`src/rtl/conv_filter_pkg.sv`:
```
// Shared types and helpers for the streaming convolution-filter MAC:
// derived-size functions, the control FSM state type and the output clamp.
package conv_filter_pkg;

  typedef enum logic [1:0] {
    S_ACCUM = 2'd0,
    S_FLUSH = 2'd1,
    S_OUT   = 2'd2
  } state_t;

  // Working width used by the clamp helpers; wide enough for any practical ACC_W.
  localparam int CLAMP_W = 64;

  // Number of products per window.
  function automatic int calc_n(input int h, input int w, input int c);
    return h * w * c;
  endfunction

  // Element counter width; kept at least one bit so a 1-element window still has a counter.
  function automatic int calc_cnt_w(input int n);
    return (n > 1) ? $clog2(n) : 1;
  endfunction

  // Accumulator width: full product width plus growth for n terms plus one for the bias add.
  function automatic int calc_acc_w(input int bw, input int n);
    return 2 * bw + $clog2(n) + 1;
  endfunction

  // Clamp a sign-extended accumulator value into a signed res_w-bit range.
  function automatic logic signed [CLAMP_W-1:0] sat_clamp(input logic signed [CLAMP_W-1:0] acc,
                                                          input int res_w);
    logic signed [CLAMP_W-1:0] max_v;
    logic signed [CLAMP_W-1:0] min_v;
    max_v = (64'sd1 <<< (res_w - 1)) - 64'sd1;
    min_v = -(64'sd1 <<< (res_w - 1));
    if (acc > max_v) begin
      return max_v;
    end else if (acc < min_v) begin
      return min_v;
    end else begin
      return acc;
    end
  endfunction

  // True when sat_clamp would change the value.
  function automatic logic sat_hit(input logic signed [CLAMP_W-1:0] acc, input int res_w);
    logic signed [CLAMP_W-1:0] max_v;
    logic signed [CLAMP_W-1:0] min_v;
    max_v = (64'sd1 <<< (res_w - 1)) - 64'sd1;
    min_v = -(64'sd1 <<< (res_w - 1));
    return (acc > max_v) || (acc < min_v);
  endfunction

endpackage

```
`src/rtl/conv_mac_pipe.sv`:
```
// Two-stage MAC pipe: registered signed product with first/last tags, then
// an accumulator that restarts from the bias on a first-tagged product.
// done_o pulses for one cycle after the last-tagged product has been added.
module conv_mac_pipe
  import conv_filter_pkg::*;
#(
  parameter int BITWIDTH = 8,
  parameter int ACC_W    = 24
) (
  input  logic                         clk,
  input  logic                         reset,
  input  logic                         beat_i,
  input  logic                         first_i,
  input  logic                         last_i,
  input  logic signed [BITWIDTH-1:0]   weight_i,
  input  logic signed [BITWIDTH-1:0]   data_i,
  input  logic signed [2*BITWIDTH-1:0] bias_i,
  output logic signed [ACC_W-1:0]      acc_o,
  output logic                         done_o
);

  localparam int PW = 2 * BITWIDTH;

  logic signed [PW-1:0]    w_ext_s;
  logic signed [PW-1:0]    d_ext_s;
  logic signed [ACC_W-1:0] bias_ext_s;
  logic signed [ACC_W-1:0] prod_ext_s;

  logic signed [PW-1:0]    prod_q,   prod_d;
  logic                    first_q,  first_d;
  logic                    last_q,   last_d;
  logic                    pvalid_q, pvalid_d;
  logic signed [ACC_W-1:0] acc_q,    acc_d;
  logic                    done_q,   done_d;

  // The full signed product of two BITWIDTH values always fits in 2*BITWIDTH bits.
  assign w_ext_s    = {{BITWIDTH{weight_i[BITWIDTH-1]}}, weight_i};
  assign d_ext_s    = {{BITWIDTH{data_i[BITWIDTH-1]}}, data_i};
  assign bias_ext_s = {{(ACC_W-PW){bias_i[PW-1]}}, bias_i};
  assign prod_ext_s = {{(ACC_W-PW){prod_q[PW-1]}}, prod_q};

  // Next-state for the product register and the accumulator.
  always_comb begin
    prod_d   = prod_q;
    first_d  = first_q;
    last_d   = last_q;
    pvalid_d = 1'b0;
    acc_d    = acc_q;
    done_d   = 1'b0;
    if (beat_i) begin
      prod_d   = w_ext_s * d_ext_s;
      first_d  = first_i;
      last_d   = last_i;
      pvalid_d = 1'b1;
    end else begin
      prod_d   = prod_q;
      pvalid_d = 1'b0;
    end
    if (pvalid_q) begin
      if (first_q) begin
        acc_d = bias_ext_s + prod_ext_s;
      end else begin
        acc_d = acc_q + prod_ext_s;
      end
      done_d = last_q;
    end else begin
      acc_d  = acc_q;
      done_d = 1'b0;
    end
  end

  // Pipe registers with synchronous reset discarding any partial sum.
  always_ff @(posedge clk) begin
    if (reset) begin
      prod_q   <= {PW{1'b0}};
      first_q  <= 1'b0;
      last_q   <= 1'b0;
      pvalid_q <= 1'b0;
      acc_q    <= {ACC_W{1'b0}};
      done_q   <= 1'b0;
    end else begin
      prod_q   <= prod_d;
      first_q  <= first_d;
      last_q   <= last_d;
      pvalid_q <= pvalid_d;
      acc_q    <= acc_d;
      done_q   <= done_d;
    end
  end

  assign acc_o  = acc_q;
  assign done_o = done_q;

endmodule

```
`src/rtl/conv_filter_stream.sv`:
```
// Streaming convolution-filter MAC: accumulates one window of
// FILTER_HEIGHT*FILTER_WIDTH*FILTER_CHANNEL weight*data products plus a bias
// and emits one saturated 2*BITWIDTH result per window with back-pressure.
// Optional build macro CONV_FILTER_RELU_EN: negative saturated results become 0
// (sat still reports clamping that happened before the ReLU).
module conv_filter_stream
  import conv_filter_pkg::*;
#(
  parameter int BITWIDTH       = 8,
  parameter int FILTER_HEIGHT  = 5,
  parameter int FILTER_WIDTH   = 5,
  parameter int FILTER_CHANNEL = 3
) (
  input  logic                         clk,
  input  logic                         reset,
  input  logic                         in_valid,
  output logic                         in_ready,
  input  logic signed [BITWIDTH-1:0]   weight,
  input  logic signed [BITWIDTH-1:0]   data,
  input  logic signed [2*BITWIDTH-1:0] bias,
  output logic                         out_valid,
  input  logic                         out_ready,
  output logic signed [2*BITWIDTH-1:0] result,
  output logic                         sat
);

  localparam int N     = calc_n(FILTER_HEIGHT, FILTER_WIDTH, FILTER_CHANNEL);
  localparam int CNT_W = calc_cnt_w(N);
  localparam int ACC_W = calc_acc_w(BITWIDTH, N);
  localparam int RES_W = 2 * BITWIDTH;

  localparam logic [CNT_W-1:0] CNT_LAST = CNT_W'(N - 1);
  localparam logic [CNT_W-1:0] CNT_ONE  = CNT_W'(1);

  state_t                  state_q, state_d;
  logic [CNT_W-1:0]        cnt_q, cnt_d;
  logic signed [RES_W-1:0] bias_q, bias_d;
  logic signed [RES_W-1:0] result_q, result_d;
  logic                    sat_q, sat_d;
  logic                    out_valid_q, out_valid_d;
  logic                    in_ready_q, in_ready_d;

  logic                      beat_s;
  logic                      first_s;
  logic                      last_s;
  logic signed [ACC_W-1:0]   acc_s;
  logic                      mac_done_s;
  logic signed [CLAMP_W-1:0] acc_wide_s;
  logic signed [RES_W-1:0]   clamp_s;
  logic                      clamp_sat_s;
  logic signed [RES_W-1:0]   res_s;

  assign beat_s  = in_valid && in_ready_q;
  assign first_s = (cnt_q == {CNT_W{1'b0}});
  assign last_s  = (cnt_q == CNT_LAST);

  conv_mac_pipe #(
    .BITWIDTH (BITWIDTH),
    .ACC_W    (ACC_W)
  ) u_mac (
    .clk      (clk),
    .reset    (reset),
    .beat_i   (beat_s),
    .first_i  (first_s),
    .last_i   (last_s),
    .weight_i (weight),
    .data_i   (data),
    .bias_i   (first_s ? bias : bias_q),
    .acc_o    (acc_s),
    .done_o   (mac_done_s)
  );

  // Saturation happens only here; the accumulator is sized never to overflow.
  assign acc_wide_s  = {{(CLAMP_W-ACC_W){acc_s[ACC_W-1]}}, acc_s};
  assign clamp_s     = RES_W'(sat_clamp(acc_wide_s, RES_W));
  assign clamp_sat_s = sat_hit(acc_wide_s, RES_W);

`ifdef CONV_FILTER_RELU_EN
  assign res_s = clamp_s[RES_W-1] ? {RES_W{1'b0}} : clamp_s;
`else
  assign res_s = clamp_s;
`endif

  // Control FSM: window counting, bias latch, result latch and output handshake.
  always_comb begin
    state_d     = state_q;
    cnt_d       = cnt_q;
    bias_d      = bias_q;
    result_d    = result_q;
    sat_d       = sat_q;
    out_valid_d = out_valid_q;
    case (state_q)
      S_ACCUM: begin
        if (beat_s) begin
          cnt_d   = last_s ? {CNT_W{1'b0}} : (cnt_q + CNT_ONE);
          bias_d  = first_s ? bias : bias_q;
          state_d = last_s ? S_FLUSH : S_ACCUM;
        end else begin
          state_d = S_ACCUM;
        end
      end
      S_FLUSH: begin
        if (mac_done_s) begin
          result_d    = res_s;
          sat_d       = clamp_sat_s;
          out_valid_d = 1'b1;
          state_d     = S_OUT;
        end else begin
          state_d = S_FLUSH;
        end
      end
      S_OUT: begin
        if (out_valid_q && out_ready) begin
          out_valid_d = 1'b0;
          state_d     = S_ACCUM;
        end else begin
          state_d = S_OUT;
        end
      end
      default: begin
        state_d     = S_ACCUM;
        cnt_d       = {CNT_W{1'b0}};
        out_valid_d = 1'b0;
      end
    endcase
    in_ready_d = (state_d == S_ACCUM);
  end

  // State and output registers; synchronous reset drops any window in progress.
  always_ff @(posedge clk) begin
    if (reset) begin
      state_q     <= S_ACCUM;
      cnt_q       <= {CNT_W{1'b0}};
      bias_q      <= {RES_W{1'b0}};
      result_q    <= {RES_W{1'b0}};
      sat_q       <= 1'b0;
      out_valid_q <= 1'b0;
      in_ready_q  <= 1'b0;
    end else begin
      state_q     <= state_d;
      cnt_q       <= cnt_d;
      bias_q      <= bias_d;
      result_q    <= result_d;
      sat_q       <= sat_d;
      out_valid_q <= out_valid_d;
      in_ready_q  <= in_ready_d;
    end
  end

  assign in_ready  = in_ready_q;
  assign out_valid = out_valid_q;
  assign result    = result_q;
  assign sat       = sat_q;

endmodule

```
`config.mk`:
```
export PLATFORM = sky130hd
export DESIGN_NAME = conv_filter_stream
export DESIGN_NICKNAME = d
export VERILOG_FILES = /design/src/rtl/conv_filter_pkg.sv /design/src/rtl/conv_mac_pipe.sv /design/src/rtl/conv_filter_stream.sv
export SDC_FILE = /design/constraint.sdc
export NUM_CORES = 1
export LEC_CHECK = 0
export ABC_AREA = 1
export BUFFER_PORTS_ARGS = -buffer_cell sky130_fd_sc_hd__buf_2
export CAP_MARGIN = 20
export CORE_MARGIN = 5
export CORE_UTILIZATION = 34
export DETAILED_ROUTE_END_ITERATION = 12
export PLACE_DENSITY = 0.52
export SLEW_MARGIN = 0
export SYNTH_ARGS = -nofsm -noshare
export SYNTH_HDL_FRONTEND = slang
export SYNTH_SLANG_ARGS = --single-unit
```
`constraint.sdc`:
```
create_clock -name clk -period 12.5 [get_ports clk]
set_input_delay 2.5 -clock clk [delete_from_list [all_inputs] [get_ports clk]]
set_output_delay 2.5 -clock clk [all_outputs]
set_load 0.01 [all_outputs]
```
==> impl_metrics.py <==
metrics = {
    "outcome": {
        "outcome": "completed",
    },
    "synth": {
        "postSynthCellCount": 1447,
        "yosysWarnings": 0,
        "synth_top_flop_cell": "sky130_fd_sc_hd__dfxtp_1",
        "async_s_r_ff_share_synth": 0,
        "number_of_enable_type_register_cells_in_the_synthesized_netlist": 0,
        "netlist_area_mm2": 0.00923,
        "synth_cell_types": 41,
        "syn-mean-instance-area_um2": 6.38,
        "synth_seq_cells": 88,
        "synth_seq_area_share": 0.191,
        "synth_nets": 1615,
    },
    "power": {
        "p_leak_nw": 5.58,
        "ir_drop_v": 0.0000723,
        "power_per_cell_area_mw_per_mm2": 126,
    },
    "critical_path": {
        "setup.worst_path.end_class": "register",
        "setup.worst_path.start_class": "primary input",
        "crit_path_frequent_cell": "sky130_fd_sc_hd__inv_1",
        "worst-endpoint-arrival_ns": 6.55,
        "timing.critical_path.cells": "buf_2 > inv_1 > or2_2 > fa_1 > fa_1 > inv_1 > fa_1 > inv_1 > fa_1 > inv_1 > ha_1 > inv_1 > o31ai_1 > nand2_1 > nand3_1 > nand3_1 > o211ai_1 > inv_1",
        "crit_required_ns": 12.75,
        "critPathKind": "primary input to register",
        "crit_slowest_cell": "sky130_fd_sc_hd__fa_1",
        "worst_path_largest_cell_delay_ns": 0.54,
        "timing.critical_path.fanout_max": 8,
    },
    "drt": {
        "drt_first_pass_iters": 5,
        "route.met2.wl_mm": 10.9,
        "drc": 0,
        "detail_route.wl_per_cell_um": 13.4,
        "first_iter_violations": 496,
        "via_count": 8558,
        "drtAntennaViolNets": 0,
        "highest-signal-layer": "met4",
        "route.layer.met1.wl_mm": 12.3,
        "routed_via_density": 4.71,
        "wl_met3_um": 826,
        "detail_route.wirelength_mm": 24.3,
    },
    "clock_network": {
        "cts-root-buf": "sky130_fd_sc_hd__clkbuf_16",
        "h-tree-depth": 3,
        "number_of_buffers_inserted_to_repair_setup_after_cts": 0,
        "insertion_delay_of_the_later_clocked_pin_in_the_worst_skew_pair_ns": 0.35,
        "cts.clk_slew.worst_paths_ns": 0.06,
        "cts_tree": "done",
        "cts.path.max_buffers": 2,
        "numClockSinks": 88,
        "cts-buffers-inserted": 9,
        "cts.repair.resized": 0,
        "holdBufCountCts": 0,
    },
    "timing": {
        "slew-limit-headroom": 0.390,
        "accumulated_negative_setup_slack_ns": 0,
        "timing.final.hold_violations": 0,
        "min_period_ns": 6.30,
        "rsz0062_at_grt": "false",
        "timing_worst_slew_pin_value_ns": 0.913,
        "final_min_period_over_clock_period": 0.504,
        "maxSlewViolCount": 0,
        "max_clock_freq_mhz": 159,
        "fin_skew_ns": 0.00649,
        "setup_viol": 0,
        "fin_hold_ws_ns": 0.454,
    },
    "floorplan": {
        "placement_rows": 60,
        "chip_height_um": 175,
        "ioPinCount": 55,
        "fp.coreArea_mm2": 0.0268,
        "die_area_mm2": 0.0305,
        "chipWidth_um": 175,
        "floorplan.initialDensity": 0.344,
    },
    "global_route": {
        "gr-usage-all-layers": 0.163,
        "first_pass_grt_wire_length_mm": 41.1,
        "antenna_found_initial": 0,
        "maximum_number_of_pins_on_one_net_before_global_route_repair": 52,
        "grt_pass1_vias": 8337,
        "gr-total-overflow": 0,
    },
    "layout": {
        "post_route_cells_drive_above_1_share": 0.0772,
        "fin_nets": 1640,
        "combined_area_of_the_multi_input_logic_cells_mm2": 0.00603,
        "layout-area-overhead-vs-synth_pct": 9.41,
        "ff_latch_area_mm2": 0.00176,
        "fill_cells": 2965,
        "antenna_cells_inserted": 0,
    },
    "place": {
        "place.port_buffers": 54,
        "routabilityCongestion": 0.877,
        "place_hpwl_mm": 19.8,
    },
    "worst_hold_path": {
        "hold_path_class": "register to register",
    },
    "job": {
        "timing.max_cap.violations": 0,
    },
}
==> cells by family (layout without fill, tap and decap cells) <==
| logic type | count (synthesis) | count (layout) | share of synthesized area |
|---|---|---|---|
| buffers and inverters | 377 | 406 | 0.155 |
| AND/OR/NAND/NOR | 632 | 632 | 0.293 |
| flip-flops | 88 | 88 | 0.191 |
| adder cells (fa/ha/maj) | 132 | 132 | 0.225 |
| XOR/XNOR | 15 | 15 | 0.0142 |
| AO/OA/AOI/OAI | 203 | 203 | 0.121 |
==> metal layers <==
metal,global-route usage,vias up
met1,0.229,3919
li1,-,4491
met2,0.269,124
met5,0,-
met3,0.0236,24
met4,0.0327,0
==> state kept, by name, summed over array words and instances (netlist names), 2 cells and up <==
register and flops:
result 16, u_mac.acc_o 24, u_mac.prod_q 16, bias_q 16, cnt_q 7, state_q 2
==> synth_stat cells, types with 4 or more instances <==
library cell               count  area share
sky130_fd_sc_hd__inv_1       326        0.13
sky130_fd_sc_hd__fa_1         57        0.12
sky130_fd_sc_hd__nand4_1      13      0.0088
sky130_fd_sc_hd__nand3_1      86       0.047
sky130_fd_sc_hd__inv_2         4      0.0016
sky130_fd_sc_hd__o211ai_1     11      0.0090
sky130_fd_sc_hd__a21oi_1      91       0.049
sky130_fd_sc_hd__o21bai_1      4      0.0033
sky130_fd_sc_hd__dfxtp_1      88        0.19
sky130_fd_sc_hd__o21ai_0      79       0.043
sky130_fd_sc_hd__xor2_1        9      0.0085
sky130_fd_sc_hd__nand2_1     396        0.16
sky130_fd_sc_hd__nand3b_1     14       0.011
sky130_fd_sc_hd__clkbuf_1     37       0.015
sky130_fd_sc_hd__nor2_1       77       0.031
sky130_fd_sc_hd__ha_1         75        0.10
sky130_fd_sc_hd__nand3_2       4      0.0043
sky130_fd_sc_hd__nor2_2        5      0.0034
sky130_fd_sc_hd__xnor2_1       6      0.0057
sky130_fd_sc_hd__buf_2         7      0.0038
sky130_fd_sc_hd__nor3_1       12      0.0065
sky130_fd_sc_hd__nand2_2      10      0.0068
sky130_fd_sc_hd__a21oi_2      10      0.0095
==> placed cells by master, fill, tap and decap left out, types with 2 or more instances in the layout <==
cell                        netlist  final
sky130_fd_sc_hd__nand2_1        396    396
sky130_fd_sc_hd__inv_1          326    326
sky130_fd_sc_hd__a21oi_1         91     91
sky130_fd_sc_hd__dfxtp_1         88     88
sky130_fd_sc_hd__nand3_1         86     86
sky130_fd_sc_hd__o21ai_0         79     79
sky130_fd_sc_hd__nor2_1          77     77
sky130_fd_sc_hd__ha_1            75     75
sky130_fd_sc_hd__fa_1            57     57
sky130_fd_sc_hd__buf_2            7     54
sky130_fd_sc_hd__nand3b_1        14     14
sky130_fd_sc_hd__nand4_1         13     13
sky130_fd_sc_hd__nor3_1          12     12
sky130_fd_sc_hd__o211ai_1        11     11
sky130_fd_sc_hd__nand2_2         10     10
sky130_fd_sc_hd__a21oi_2         10     10
sky130_fd_sc_hd__xor2_1           9      9
sky130_fd_sc_hd__clkbuf_16        0      9
sky130_fd_sc_hd__xnor2_1          6      6
sky130_fd_sc_hd__nor2_2           5      5
sky130_fd_sc_hd__inv_2            4      4
sky130_fd_sc_hd__nand3_2          4      4
sky130_fd_sc_hd__o21bai_1         4      4
sky130_fd_sc_hd__buf_4            0      4
sky130_fd_sc_hd__or2_1            3      3
sky130_fd_sc_hd__nor2_4           3      3
sky130_fd_sc_hd__nor4_1           3      3
sky130_fd_sc_hd__or2_2            2      2
sky130_fd_sc_hd__a21o_1           2      2
sky130_fd_sc_hd__clkbuf_1        37      2
sky130_fd_sc_hd__clkbuf_8         0      2
==> stage by stage <==
| step | instance area [um^2] | power [mW] | instances | setup WS (ns) | utilization |
|---|---|---|---|---|---|
| finish | 10100 | 1.27 | 1817 | 6.20 | 0.377 |
| global route | 10100 | 1.41 | 1817 | 5.80 | 0.377 |
| CTS | 10100 | 1.29 | 1817 | 6.21 | 0.377 |
| detailed placement | 9790 | 0.995 | 1802 | 5.84 | 0.365 |
| global placement | 9770 | 0.994 | 1801 | 5.86 | 0.364 |
| floorplan | 9230 | 0.844 | 1447 | 6.12 | - |
==> power by group <==
| group | total (mW) | leakage, nW | switching [mW] | internal [mW] |
|---|---|---|---|---|
| combinational | 0.663 | 4.72 | 0.420 | 0.244 |
| clock | 0.282 | 0.146 | 0.117 | 0.166 |
| sequential | 0.322 | 0.718 | 0.0247 | 0.297 |
==> worst max-delay path: cells and delay by family <==
kind,cells,cell delay (ns)
fa+ha+maj,5,2.45
simple gates,4,0.63
buf+inv,7,0.49
compound gates,2,0.49
==> final timing paths <==
path	from	end	slack [ns]	depth (start not counted)
max reg2reg	cnt_q[0]$_SDFFE_PP0P_	u_mac.acc_o[14]$_SDFFE_PP0P_	8.52	23
max	data[7]	u_mac.prod_q[12]$_SDFFE_PP0P_	6.20	18
min	u_mac.last_q$_SDFFE_PP0P_	u_mac.done_o$_SDFF_PP0_	0.45	2
min reg2reg	u_mac.last_q$_SDFFE_PP0P_	u_mac.done_o$_SDFF_PP0_	0.45	2
==> area by class of cell <==
| class | count | area share |
|---|---|---|
| Clock inverter | 2 | 0.00384 |
| Tap cell | 341 | 0.0423 |
| Multi-Input combinational cell | 982 | 0.597 |
| Sequential cell | 88 | 0.175 |
| Inverter | 332 | 0.124 |
| Clock buffer | 13 | 0.0258 |
| Timing Repair Buffer | 59 | 0.0325 |
No activity file was read; power rests on OpenSTA's default activity.
